$ cat src/rtl/psp_retmon_pkg.sv
// Shared types for the PSP retire monitor: verdict state encoding and lane limits.
package psp_retmon_pkg;

    localparam int NRET_MAX = 8;

    typedef enum logic [1:0] {
        ST_RUN     = 2'd0,
        ST_PASS    = 2'd1,
        ST_FAIL    = 2'd2,
        ST_TIMEOUT = 2'd3
    } retmon_state_e;

endpackage

$ cat src/rtl/psp_lane_prefix.sv
// Exclusive prefix popcount of the retire strobes: per-lane offsets plus the total.
module psp_lane_prefix #(
    parameter int NRET  = 2,
    parameter int CNT_W = $clog2(NRET) + 1
) (
    input  logic [NRET-1:0]            rvfi_valid,
    output logic [NRET-1:0][CNT_W-1:0] offset,
    output logic [CNT_W-1:0]           total
);

    logic [CNT_W-1:0] acc_s;

    // Running count of valid lanes below each lane.
    always_comb begin
        acc_s  = '0;
        offset = '0;
        for (int i = 0; i < NRET; i++) begin
            offset[i] = acc_s;
            acc_s     = acc_s + CNT_W'(rvfi_valid[i]);
        end
        total = acc_s;
    end

endmodule

$ cat src/rtl/psp_retire_monitor.sv
// Retire-order counter with first-error latch, end-of-test and no-retire watchdog verdict.
// Optional retire-width histogram is built when PSP_RETMON_STATS_EN is defined.
module psp_retire_monitor
    import psp_retmon_pkg::*;
#(
    parameter int NRET       = 2,
    parameter int ORDER_W    = 64,
    parameter int ERR_W      = 16,
    parameter int TMO_W      = 20,
    parameter int TMO_CYCLES = 1000000
) (
    input  logic                          clk,
    input  logic                          reset_n,
    input  logic                          clr,
    input  logic [NRET-1:0]               rvfi_valid,
    input  logic [NRET-1:0][ERR_W-1:0]    errcode,
    input  logic                          done,
    output logic [NRET-1:0][ORDER_W-1:0]  lane_order,
    output logic [ORDER_W-1:0]            order,
    output logic [1:0]                    state,
    output logic [ERR_W-1:0]              err_code,
    output logic [ORDER_W-1:0]            err_order,
    output logic [$clog2(NRET):0]         err_lane,
    output logic                          finished,
`ifdef PSP_RETMON_STATS_EN
    output logic [NRET:0][31:0]           retire_hist,
`endif
    output logic                          pass
);

    localparam int CNT_W  = $clog2(NRET) + 1;
    localparam int LANE_W = $clog2(NRET) + 1;

    retmon_state_e              state_r, state_nxt;
    logic [ORDER_W-1:0]         order_r, order_nxt;
    logic [ERR_W-1:0]           err_code_r, err_code_nxt;
    logic [ORDER_W-1:0]         err_order_r, err_order_nxt;
    logic [LANE_W-1:0]          err_lane_r, err_lane_nxt;
    logic [TMO_W-1:0]           wd_r, wd_nxt;
    logic                       finished_r, pass_r;

    logic [NRET-1:0][CNT_W-1:0] offset_s;
    logic [CNT_W-1:0]           total_s;
    logic                       any_valid_s, timeout_s;
    logic                       lane_err_s, err_hit_s;
    logic [LANE_W-1:0]          err_lane_s;
    logic [ERR_W-1:0]           err_code_s;
    logic [ORDER_W-1:0]         err_order_s;

    psp_lane_prefix #(.NRET(NRET), .CNT_W(CNT_W)) u_prefix (
        .rvfi_valid (rvfi_valid),
        .offset     (offset_s),
        .total      (total_s)
    );

    assign any_valid_s = |rvfi_valid;
    assign timeout_s   = !any_valid_s && (wd_r == TMO_W'(TMO_CYCLES - 1));

    // Per-lane order numbers relative to the current committed count.
    always_comb begin
        lane_order = '0;
        for (int i = 0; i < NRET; i++) begin
            lane_order[i] = order_r + ORDER_W'(offset_s[i]);
        end
    end

    // Lowest erring lane wins: scan high to low so lower lanes overwrite.
    always_comb begin
        lane_err_s  = 1'b0;
        err_hit_s   = 1'b0;
        err_lane_s  = '0;
        err_code_s  = '0;
        err_order_s = '0;
        for (int i = NRET - 1; i >= 0; i--) begin
            lane_err_s  = rvfi_valid[i] && (errcode[i] != '0);
            err_hit_s   = err_hit_s | lane_err_s;
            err_lane_s  = lane_err_s ? LANE_W'(i) : err_lane_s;
            err_code_s  = lane_err_s ? errcode[i] : err_code_s;
            err_order_s = lane_err_s ? lane_order[i] : err_order_s;
        end
    end

    // Next-state and next-register values; terminal states hold everything.
    always_comb begin
        state_nxt     = state_r;
        order_nxt     = order_r;
        err_code_nxt  = err_code_r;
        err_order_nxt = err_order_r;
        err_lane_nxt  = err_lane_r;
        wd_nxt        = wd_r;
        if (clr) begin
            state_nxt     = ST_RUN;
            order_nxt     = '0;
            err_code_nxt  = '0;
            err_order_nxt = '0;
            err_lane_nxt  = '0;
            wd_nxt        = '0;
        end else begin
            case (state_r)
                ST_RUN: begin
                    order_nxt = order_r + ORDER_W'(total_s);
                    wd_nxt    = any_valid_s ? '0 : wd_r + TMO_W'(1);
                    if (err_hit_s) begin
                        state_nxt     = ST_FAIL;
                        err_code_nxt  = err_code_s;
                        err_order_nxt = err_order_s;
                        err_lane_nxt  = err_lane_s;
                    end else if (done) begin
                        state_nxt = ST_PASS;
                    end else if (timeout_s) begin
                        state_nxt = ST_TIMEOUT;
                    end else begin
                        state_nxt = ST_RUN;
                    end
                end
                default: begin
                    state_nxt = state_r;
                end
            endcase
        end
    end

    // State and output registers.
    always_ff @(posedge clk or negedge reset_n) begin
        if (!reset_n) begin
            state_r     <= ST_RUN;
            order_r     <= '0;
            err_code_r  <= '0;
            err_order_r <= '0;
            err_lane_r  <= '0;
            wd_r        <= '0;
            finished_r  <= 1'b0;
            pass_r      <= 1'b0;
        end else begin
            state_r     <= state_nxt;
            order_r     <= order_nxt;
            err_code_r  <= err_code_nxt;
            err_order_r <= err_order_nxt;
            err_lane_r  <= err_lane_nxt;
            wd_r        <= wd_nxt;
            finished_r  <= (state_nxt != ST_RUN);
            pass_r      <= (state_nxt == ST_PASS);
        end
    end

    assign state     = state_r;
    assign order     = order_r;
    assign err_code  = err_code_r;
    assign err_order = err_order_r;
    assign err_lane  = err_lane_r;
    assign finished  = finished_r;
    assign pass      = pass_r;

`ifdef PSP_RETMON_STATS_EN
    logic [NRET:0][31:0] hist_r;

    // Saturating count of RUN cycles per retire width.
    always_ff @(posedge clk or negedge reset_n) begin
        if (!reset_n) begin
            hist_r <= '0;
        end else if (clr) begin
            hist_r <= '0;
        end else if (state_r == ST_RUN) begin
            for (int k = 0; k <= NRET; k++) begin
                if ((total_s == CNT_W'(k)) && (hist_r[k] != 32'hFFFF_FFFF)) begin
                    hist_r[k] <= hist_r[k] + 32'd1;
                end
            end
        end
    end

    assign retire_hist = hist_r;
`endif

endmodule
$ cat config.mk
export PLATFORM = sky130hd
export DESIGN_NAME = psp_retire_monitor
export DESIGN_NICKNAME = d
export VERILOG_FILES = /design/src/rtl/psp_retmon_pkg.sv /design/src/rtl/psp_lane_prefix.sv /design/src/rtl/psp_retire_monitor.sv
export SDC_FILE = /design/constraint.sdc
export NUM_CORES = 1
export LEC_CHECK = 0
export ABC_CLOCK_PERIOD_IN_PS = 3900
export CAP_MARGIN = 5
export CORE_MARGIN = 2
export CORE_UTILIZATION = 35
export DETAILED_ROUTE_END_ITERATION = 10
export PLACE_DENSITY = 0.74
export SETUP_SLACK_MARGIN = 0.15
export SYNTH_ARGS = -nofsm -noshare
export SYNTH_HDL_FRONTEND = slang
export SYNTH_SLANG_ARGS = --single-unit
$ cat constraint.sdc
create_clock -name clk -period 3.9 [get_ports clk]
set_clock_uncertainty 0.15 [all_clocks]
set_input_delay 0.39 -clock clk [delete_from_list [all_inputs] [get_ports clk]]
set_output_delay 0.39 -clock clk [all_outputs]
set_load 0.05 [all_outputs]
==> impl_metrics.toml <==
[global_routing]
grt_usage = 0.2774
grt_pass1_vias = 10525
grt_first_pass_wirelength_mm = 66.10
overflow = 0
antenna_found_initial = 0
grt_max_degree = 88

[yosys]
synthArstFlopShare = 1.000
synth_cells = 1244
syn_nets = 1287
ys_types = 64
synth_edf_count = 0
syn_area_mm2 = 0.01057
yosysSeqAreaShare = 0.4000
synth.avg_cell_area_um2 = 8.498
ys.flop_type = "dfrtp_1"
yosys_warnings = 0
synth_seq_cells = 169

[min_path]
hp-class = "input pin to flop"

[route]
wl_met2_mm = 20.94
first_iter_violations = 1595
met1Wirelength_mm = 18.03
routed.top_layer = "met4"
dr.pass1.iters = 5
wl_met3_mm = 4.225
wire_per_inst_um = 23.11
antenna_left = 0
vias_per_cell = 5.813
drt-total-wl_mm = 44.29
num_vias = 11144
route.detailed.drc = 0

[finish]
final_area_mm2 = 0.01536
fin_nets = 1558
postLayoutCoreUtil = 0.5170
antennaDiodeCount = 0
seq_area_mm2 = 0.004235
final_common_cell = "clkdlybuf4s50_1"
multiInputGateArea_mm2 = 0.005485
syn_to_final_growth_pct = 45.34
final_cell_mix = "clkdlybuf4s50_1 (252), dfrtp_1 (164), nor2_1 (128), nand2_1 (124), buf_4 (104)"
drive_gt1_frac = 0.1500
num-fill-cells = 2737

[power]
power_switching_uw = 1129
power_uw = 4077
p_seq_frac = 0.439
max-vdd-ir-drop_uv = 260.9
clkPwrFrac = 0.449
swShare = 0.2770
internal-power_uw = 2948
power_density_mw_per_mm2 = 265.4
combPwrFrac = 0.112
total_leakage_power_uw = 0.006234

[floorplanning]
placementRows = 63
die_area_mm2 = 0.03161
initial_core_util = 0.3557
coreArea_mm2 = 0.02972
die_w_um = 177.8
num_io_pins = 316
die_h_um = 177.8

[clocking]
clockRootBuffer = "clkbuf_16"
h-tree-depth = 4
cts_tree = "done"
clockBufferDepth = 2
clk_latency_ns = 0.44
cts.sinks = 169
numCtsBuffers = 17
clk_pin_slew_ns = 0.07

[job]
drv_cap = 0

[placed_design]
detailed_place.area_mm2 = 0.01468
dp.final_hpwl_mm = 33.36
place.gp.congestion = 0.9648
port_buffers = 314

[sta]
drv_slew = 0
fmax_mhz = 268.8
hold_violations = 0
rsz0062_at_grt = "yes"
worstMarginPinSlew_ns = 1.033
whs_ns = 0.2068
max-slew-margin-rel = 0.3109
setup_violations = 0
finalCritPeriodShare = 0.9541
tns_ns = 0
fin_crit_ns = 3.721

[setup_path]
start_kind = "flop"
critPathCaptureType = "output port"
critPathSlowestCell = "dfrtp_1"
cp.arrival_ns = 3.18
crit_chain = "nand3_1 > or3_1 > nor3_1 > nand4_1 > xnor2_1 > clkbuf_2"
critPathKind = "flop to output port"
crit_family = "simple AND/OR/NAND/NOR gates"
slowest_delay_ns = 0.57
critPathBufInv = 1
path_max_fanout = 9
required_ns = 3.36

[run_status]
status = "finished clean"
[worst paths after layout]
| check | cells after the start | from | slack, ns | to |
|---|---|---|---|---|
| worst max-delay path | 6 | order[32] | 0.18 | lane_order[99] |
| worst min-delay path | 2 | clr | 0.21 | order[62] |
| worst max register to register | 8 | order[0] | 0.82 | order[58] |
| worst min register to register | 2 | err_order[9] | 0.33 | err_order[9] |
| max in group asynchronous | 3 | reset_n | 2.11 | order[43] |
| min in group asynchronous | 2 | reset_n | 0.46 | err_code[8] |
[repair_timing]
| action | CTS | global route |
|---|---|---|
| endpoints found under the hold margin | 85 | 0 |
| hold buffers | 1 | 0 |
| setup endpoints to repair | 8 | 19 |
| buffers inserted | 0 | 0 |
| resized for setup | 9 | 12 |
[state kept, by name, summed over array words and instances, names as in the netlist]
register / flops
err_code: 16
err_lane: 1
wd_r: 20
err_order: 64
state: 2
pass: 1
order: 64
finished: 1
[metal layers]
layer | vias to the layer above | track usage
met5 | - | 0
met4 | 0 | 0.07923
met3 | 72 | 0.05420
met2 | 646 | 0.4522
met1 | 5500 | 0.3738
li1 | 4926 | -
[cells by family after synthesis]
kind of cell / count (synthesis) / share of synthesized area
buffers and inverters: 189 / 0.09220
XOR/XNOR: 122 / 0.1011
flip-flops: 169 / 0.4000
adder cells (fa/ha/maj): 5 / 0.006628
multiplexers: 1 / 0.0009469
AND/OR/NAND/NOR: 541 / 0.2568
AO/OA/AOI/OAI: 216 / 0.1419
other: 1 / 0.0003547
[cell usage after synthesis (6+ instances only)]
cell | number | area [µm²]
or4_1 | 15 | 112.6
o21ai_0 | 66 | 330.3
clkbuf_1 | 80 | 300.3
xor2_1 | 64 | 560.5
or3_1 | 24 | 150.1
nand3_1 | 56 | 280.3
buf_4 | 65 | 488.0
and4_1 | 11 | 96.34
inv_1 | 25 | 93.84
o311ai_0 | 7 | 61.31
nand2_1 | 124 | 465.5
nor2_1 | 129 | 484.2
and3_1 | 18 | 112.6
dfrtp_1 | 169 | 4229
a22oi_1 | 19 | 142.6
a21o_1 | 13 | 97.59
nor3_1 | 53 | 265.3
o2bb2ai_1 | 6 | 52.55
a222oi_1 | 15 | 150.1
buf_2 | 17 | 85.08
nand4_1 | 44 | 275.3
a21oi_1 | 35 | 175.2
xnor2_1 | 58 | 508.0
a221o_1 | 11 | 110.1
nand4b_1 | 6 | 52.55
a22o_1 | 6 | 52.55
nor4_1 | 33 | 206.5
[power by group through the flow]
stage	Clock, µW	Combinational [µW]	Sequential (µW)
global placement	0	450	1820
CTS	1840	456	1790
global route	1920	484	1790
floorplan	0	166	1890
finish	1830	457	1790
detailed placement	0	453	1820
[through the flow]
stage | setup WS (ns) | instances
5_1_grt | 0.1114 | 1917
6_report | 0.1791 | 1917
2_1_floorplan | 0.1503 | 1244
3_3_place_gp | 0.01673 | 1885
4_1_cts | 0.1304 | 1917
3_5_place_dp | -0.06522 | 1885
[cell type report]
class / count / area share
flip-flops and latches: 169 / 0.2757
clock buffers: 19 / 0.02883
inverters: 25 / 0.006108
multi-input cells: 886 / 0.3570
repair buffers: 416 / 0.2900
well taps: 390 / 0.03176
clock inverters: 12 / 0.01067
(Power assumes the default switching activity.)
